===== src/rtl/shift_reg8_seq_if.sv =====
// Control/data bundle for the burst-capable universal shift register.
// The master drives the op/burst request; the slave returns register state.
interface shift_reg8_seq_if #(
    parameter int unsigned WIDTH = 8,
    parameter int unsigned CNT_W = 3
);
    logic [1:0]       op;
    logic [WIDTH-1:0] d_in;
    logic             sin_l;
    logic             sin_r;
    logic             start;
    logic             dir;
    logic [CNT_W-1:0] amt;
    logic [WIDTH-1:0] q;
    logic             busy;
    logic             done;

    modport master (
        output op, d_in, sin_l, sin_r, start, dir, amt,
        input  q, busy, done
    );

    modport slave (
        input  op, d_in, sin_l, sin_r, start, dir, amt,
        output q, busy, done
    );
endinterface


===== src/rtl/shift_reg8_seq.sv =====
// Universal shift register (hold/shr/shl/load per-bit 4:1 mux) with a burst
// controller that shifts N positions, one per cycle, reporting busy/done.
module shift_reg8_seq #(
    parameter int unsigned WIDTH = 8,
    parameter int unsigned CNT_W = 3
) (
    input  logic             clk,
    input  logic             reset_n,
    shift_reg8_seq_if.slave  bus
);

    typedef enum logic [1:0] {
        IDLE  = 2'b00,
        SHIFT = 2'b01,
        DONE  = 2'b10
    } state_t;

    typedef enum logic [1:0] {
        SEL_HOLD = 2'b00,
        SEL_SHR  = 2'b01,
        SEL_SHL  = 2'b10,
        SEL_LOAD = 2'b11
    } sel_t;

    state_t           state_q, state_d;
    logic [WIDTH-1:0] q_q, q_d;
    logic             busy_q, busy_d;
    logic             done_q, done_d;
    logic [CNT_W-1:0] cnt_q, cnt_d;
    logic             dir_q, dir_d;
    sel_t             sel_c;
    logic [WIDTH-1:0] shr_c;
    logic [WIDTH-1:0] shl_c;

    // Per-bit 4:1 selector shared by direct ops and burst steps
    function automatic logic mux4(
        input logic hold_b,
        input logic shr_b,
        input logic shl_b,
        input logic load_b,
        input sel_t sel
    );
        logic r;
        case (sel)
            SEL_HOLD: r = hold_b;
            SEL_SHR:  r = shr_b;
            SEL_SHL:  r = shl_b;
            SEL_LOAD: r = load_b;
            default:  r = hold_b;
        endcase
        return r;
    endfunction

    // State and output registers
    always_ff @(posedge clk or negedge reset_n) begin
        if (!reset_n) begin
            state_q <= IDLE;
            q_q     <= '0;
            busy_q  <= 1'b0;
            done_q  <= 1'b0;
            cnt_q   <= '0;
            dir_q   <= 1'b0;
        end else begin
            state_q <= state_d;
            q_q     <= q_d;
            busy_q  <= busy_d;
            done_q  <= done_d;
            cnt_q   <= cnt_d;
            dir_q   <= dir_d;
        end
    end

    // Next state, mux select and next busy/done; start takes priority over op
    always_comb begin
        state_d = state_q;
        cnt_d   = cnt_q;
        dir_d   = dir_q;
        busy_d  = 1'b0;
        done_d  = 1'b0;
        sel_c   = SEL_HOLD;
        case (state_q)
            IDLE: begin
                if (bus.start) begin
                    if (bus.amt != '0) begin
                        state_d = SHIFT;
                        cnt_d   = bus.amt;
                        dir_d   = bus.dir;
                        busy_d  = 1'b1;
                    end else begin
                        state_d = DONE;
                        done_d  = 1'b1;
                    end
                end else begin
                    sel_c = sel_t'(bus.op);
                end
            end
            SHIFT: begin
                sel_c = dir_q ? SEL_SHL : SEL_SHR;
                cnt_d = cnt_q - CNT_W'(1);
                if (cnt_q == CNT_W'(1)) begin
                    state_d = DONE;
                    done_d  = 1'b1;
                    dir_d   = 1'b0;
                end else begin
                    busy_d  = 1'b1;
                end
            end
            DONE: begin
                state_d = IDLE;
            end
            default: begin
                state_d = IDLE;
            end
        endcase
    end

    // Datapath: fill bits are sampled on every shifting edge
    always_comb begin
        shr_c = {bus.sin_l, q_q[WIDTH-1:1]};
        shl_c = {q_q[WIDTH-2:0], bus.sin_r};
        q_d   = q_q;
        for (int i = 0; i < int'(WIDTH); i++) begin
            q_d[i] = mux4(q_q[i], shr_c[i], shl_c[i], bus.d_in[i], sel_c);
        end
    end

    assign bus.q    = q_q;
    assign bus.busy = busy_q;
    assign bus.done = done_q;

    busy_done_excl: assert property (@(posedge clk) disable iff (!reset_n)
        !(busy_q && done_q));

endmodule

===== src/flat_wrapper.sv =====
// flat-port wrapper written by rule: the top's interface ports become plain ports
module shift_reg8_seq_flat 
#(
    parameter int unsigned WIDTH = 8,
    parameter int unsigned CNT_W = 3
)
  (clk, reset_n, bus_op, bus_d_in, bus_sin_l, bus_sin_r, bus_start, bus_dir, bus_amt, bus_q, bus_busy, bus_done);
  shift_reg8_seq_if #(.WIDTH(WIDTH), .CNT_W(CNT_W)) bus_i ();
  input  logic clk;
  input  logic reset_n;
  input wire logic [$bits(bus_i.op)-1:0] bus_op;
  input wire logic [$bits(bus_i.d_in)-1:0] bus_d_in;
  input wire logic [$bits(bus_i.sin_l)-1:0] bus_sin_l;
  input wire logic [$bits(bus_i.sin_r)-1:0] bus_sin_r;
  input wire logic [$bits(bus_i.start)-1:0] bus_start;
  input wire logic [$bits(bus_i.dir)-1:0] bus_dir;
  input wire logic [$bits(bus_i.amt)-1:0] bus_amt;
  output wire logic [$bits(bus_i.q)-1:0] bus_q;
  output wire logic [$bits(bus_i.busy)-1:0] bus_busy;
  output wire logic [$bits(bus_i.done)-1:0] bus_done;
  assign bus_i.op = bus_op;
  assign bus_i.d_in = bus_d_in;
  assign bus_i.sin_l = bus_sin_l;
  assign bus_i.sin_r = bus_sin_r;
  assign bus_i.start = bus_start;
  assign bus_i.dir = bus_dir;
  assign bus_i.amt = bus_amt;
  assign bus_q = bus_i.q;
  assign bus_busy = bus_i.busy;
  assign bus_done = bus_i.done;
  shift_reg8_seq #(.WIDTH(WIDTH), .CNT_W(CNT_W)) u_core (.clk(clk), .reset_n(reset_n), .bus(bus_i));
endmodule

===== config.mk =====
export PLATFORM = sky130hd
export DESIGN_NAME = shift_reg8_seq_flat
export DESIGN_NICKNAME = d
export VERILOG_FILES = /design/src/rtl/shift_reg8_seq_if.sv /design/src/rtl/shift_reg8_seq.sv /design/src/flat_wrapper.sv
export SDC_FILE = /design/constraint.sdc
export NUM_CORES = 1
export LEC_CHECK = 0
export ABC_AREA = 1
export CORE_MARGIN = 2
export CORE_UTILIZATION = 44
export CTS_BUF_LIST = sky130_fd_sc_hd__clkbuf_4 sky130_fd_sc_hd__clkbuf_8
export CTS_CLUSTER_DIAMETER = 80
export DETAILED_ROUTE_END_ITERATION = 12
export PLACE_DENSITY = 0.85
export SYNTH_ARGS = -nofsm -noshare
export SYNTH_HDL_FRONTEND = slang
export SYNTH_SLANG_ARGS = --single-unit

===== constraint.sdc =====
create_clock -name clk -period 1.25 [get_ports clk]
set_input_delay 0.1875 -clock clk [delete_from_list [all_inputs] [get_ports clk]]
set_output_delay 0.1875 -clock clk [all_outputs]
set_load 0.03 [all_outputs]

[Yosys cells after proc, flatten, opt, wreduce, memory -nomap -nowiden]
Index checks and enable logic that the tools add are counted.
Widths: inputs -> output; s select.
Word-level totals
  flip-flop bits (word level): 16
  input port bits: 19
  output and inout port bits: 10
  word-level logic and storage cells: 52
Cells by class
  add/sub/neg operators: 1
  equality and inequality tests: 8
  muxes and demuxes: 30
  reduce and logical (&&, ||, !) cells: 7
Operator list (count)
  $pmux 1 s3: 8
  $mux 2: 5
  $mux 1: 9
  $pmux 2 s2: 2
  $mux 3: 2
  $pmux 1 s2: 3
  $pmux 3 s2: 1
  $eq 2x1->1 const B: 2
  $eq 2x2->1 const B: 2
  $logic_not 2->1: 2
  $ne 2x1->1 const B: 2
  $reduce_and 4->1: 1
  $eq 3x1->1 const B: 1
  $reduce_and 3->1: 1
  $reduce_bool 3->1: 1
  $sub 3x1->3 const B: 1
  $ne 2x2->1 const B: 1
  $reduce_and 2->1: 1
  $reduce_bool 2->1: 1

[Depth between registers and ports, before layout]
  depth after elaboration: 4
  gate-level depth with buffers: 9

[Worst setup path before layout]
No wires, ideal clock.
  path kind: reg-to-reg
  from: register u_core.state_q[1]
  to: register u_core.q_q[5] (netlist: u_core.bus.q[5])
  data arrival time: 1.157 ns
  required time: 1.133 ns
  setup slack: -0.024 ns
  cell stages (with the launch flop): 9
  path buffers: 0
  period minus slack after synthesis: 1.274 ns
  cells stage by stage: dfrtp_1 > inv_2 > nand2_2 > nor2_1 > nor2_4 > nand2_4 > clkinv_2 > nand2_1 > nand2_1
On the way
  cells in the longest elaborated chain, start to end: 4
RTL lines
  start, declared: RTL line shift_reg8_seq.sv:25  | state_t state_q, state_d;
  start signal, assigned: RTL line shift_reg8_seq.sv:64  | state_q <= state_d;
  $eq 2x1->1 / $logic_not 2->1 (equally long branches): RTL line shift_reg8_seq.sv:81  | case (state_q)
  $pmux 2 s2 *: RTL line shift_reg8_seq.sv:81
  $eq 2x2->1 / $eq 2x1->1 (equally long branches): RTL line shift_reg8_seq.sv:44  | case (sel)
  $pmux 1 s3: RTL line shift_reg8_seq.sv:44
  end signal, assigned: RTL line shift_reg8_seq.sv:65  | q_q <= q_d;
  end, declared: RTL line shift_reg8_seq.sv:26  | logic [WIDTH-1:0] q_q, q_d;
Mark *: on every way between the ends. The rest lies on a longest branch, timed or not.
A chain may end at the register's enable or synchronous reset.

[Worst setup path in the final report]
  from: register u_core.state_q[0]
  to: register u_core.q_q[5] (netlist: u_core.bus.q[5])
Same word-level chain as after synthesis.

==> run metrics <==
CP Data Required Time 1490 ps; Final min period 1350 ps; antenna cells 0; crit path from u_core.state_q[0]$_DFFE_PN0P_; sw frac 51.4%; Final #Nets 213; max_cap viols 0; Die X 51.5 um; Clock Skew 7.41 ps; core area 2170 um2; Iter 0 DRT Violations 73; P_int 0.00218 W; I/O Buffers 28; final worst setup slack -103 ps; synth-to-layout area growth 61.4%; Boundary Pins 29; Fill cells 158; synth unique cells 19; outcome finished, violations left; CP Class reg2reg; NetSw 0.00231 W; Post-DP HPWL 1.95 mm; Reg power frac 23.3%; Initial Util 45.7%; CTS tree yes; total grt overflow 0; H-tree level count 1; Routed Antenna Nets 0; worst hold path class in2async; Worst Path Max Fanout 8; pre-CTS setup slack -347 ps; clk_lat worst skew 300 ps; Setup TNS -715 ps; cell count after synthesis 138; number of cells after detailed placement 207; violated checks negative setup slack; RSZ-0062 raised after global routing true; commonest non-fill, non-tap cell in the layout nand2_1; antenna violations before repair 0; fin crit share 108%; clock slew at reported path FFs 110 ps; final wirelength 3.34 mm; Layout Cells excl Fill 219; FMAX 739 MHz; logic gate share of total power 68.5%; Syn Std Cell Area 992 um2; Pleak 0.790 nW; share of cells above drive strength 1 36.6%; final hold violations 0; TritonCTS Buffers 3; Root Buffer clkbuf_4; data arrival time of the worst path 1590 ps; Vert. Die Dim 51.5 um; GP Congestion 0.925; via count 1182; synth warn 0; first-pass GRT wire length 4.69 mm; row cnt 17; slew margin rel. 79.8%; final slew viol count 0; DR WL/cell 15.2 um; final setup vio count 10; flops & latches, synth 16; syn nets 159; register area share after synthesis 40.4%; launch point of the worst reg-to-reg path u_core.state_q[0]$_DFFE_PN0P_; Clk pwr share 8.2%; Die ar. 2650 um2; most frequent cells in the layout nand2_1, buf_4, nand3_1; clk sink count 16; Critical Path Sink Type flip-flop; # hold bufs at CTS 0; Power Dens Cells 2800 nW/um2; remaining routing DRC violations 0; Vias per Instance 5.40; CTS Buffer Depth 2; Total GRT Usage 23.6%; largest net degree at the start of global routing 17; startpoint class of the critical path flip-flop; First-pass DRT Iterations 5; actual slew at the worst max-slew pin 303 ps; Worst VDD drop 1.74 mV; vias in the first global route 1069; syn_area_per_cell 7.19 um2
## layer usage
metal / vias up / wire (um) / global-route usage (%)
met3: 10 / 217 / 3.80
li1: 563 / - / -
met4: 0 / 60 / 9.21
met2: 50 / 1690 / 41.0
met1: 559 / 1380 / 28.9
met5: - / 0 / 0
## kinds of logic (layout without fill, tap and decap cells)
kind of cell	after synthesis	count (layout)	synth area share, %
adder cells (fa/ha/maj)	2	2	2.52
AND/OR/NAND/NOR	93	96	43.5
AO/OA/AOI/OAI	13	13	7.44
flip-flops	16	16	40.4
buffers and inverters	14	64	6.18
## per-stage QoR
step / cell area [um2] / hold WS [ps] / util (%) / power, W
3_5_place_dp: 1390 / 524 / 64.0 / 0.00342
2_1_floorplan: 997 / -108 / - / 0.00257
6_report: 1600 / 196 / 73.8 / 0.00449
5_1_grt: 1600 / 215 / 73.8 / 0.00478
3_3_place_gp: 1390 / 522 / 64.0 / 0.00333
4_1_cts: 1530 / 207 / 70.7 / 0.00408
## area by class of cell
cell class / instances / area, um2 / share of cell area (%)
multi-input cells: 111 / 656 / 40.9
repair buffers: 47 / 413 / 25.8
flip-flops and latches: 16 / 403 / 25.2
inverters: 13 / 58.8 / 3.67
well taps: 28 / 35.0 / 2.19
clock buffers: 4 / 36.3 / 2.27
## worst max-delay path, stage by stage, from the launching register on
cell,delay [ps]
dfrtp_2,500
nand2_4,130
nor2_2,60
nor2_4,220
nand3_1,150
nand3_1,120
nand2_1,60
nand2_1,60
## power by group through the flow
stage	clock, W	combinational, W	sequential, W
floorplan	0	0.00132	0.00125
global placement	0	0.00235	0.000983
detailed placement	0	0.00243	0.000993
CTS	0.000367	0.00271	0.000997
global route	0.000388	0.00332	0.00107
finish	0.000367	0.00307	0.00105
## sequential cells by signal (all words and copies together) (netlist names)
signal / flops
u_core.bus.busy: 1
u_core.bus.done: 1
u_core.bus.q: 8
u_core.cnt_q: 3
u_core.dir_q: 1
u_core.state_q: 2
## timing repair
| item | 4_1_cts | 5_1_grt |
|---|---|---|
| endpoints found under the setup margin | 13 | 13 |
| buffers inserted | 3 | 2 |
| resized for setup | 25 | 23 |
| pin swaps | 8 | 10 |
| cloned | 3 | 0 |
## Yosys cell counts
library cell | instances | area (um2)
o2111ai_1 | 1 | 8.76
o21ai_0 | 8 | 40.0
clkinv_2 | 1 | 5.00
nand3_2 | 1 | 10.0
nand2_2 | 2 | 12.5
nor2_1 | 15 | 56.3
nor2_4 | 3 | 33.8
a21oi_1 | 1 | 5.00
dfrtp_1 | 16 | 400
nand3_1 | 25 | 125
or2_2 | 1 | 6.26
nand2_4 | 2 | 22.5
ha_1 | 2 | 25.0
inv_1 | 10 | 37.5
nand2_1 | 44 | 165
o211ai_1 | 1 | 7.51
o22ai_1 | 2 | 12.5
buf_6 | 1 | 11.3
inv_2 | 2 | 7.51
## final timing paths
kind	end	slack [ps]	depth (start not counted)
max	u_core.bus.q[5]$_DFFE_PN0P_	-100	7
max reg2reg	u_core.bus.q[5]$_DFFE_PN0P_	-100	7
min reg2reg	u_core.bus.q[7]$_DFFE_PN0P_	570	2
min in group clk	u_core.dir_q$_DFFE_PN0P_	460	3
max in group asynchronous	u_core.state_q[1]$_DFFE_PN0P_	840	2
min	u_core.bus.q[3]$_DFFE_PN0P_	200	2
No activity file was read; power rests on OpenSTA's default activity.
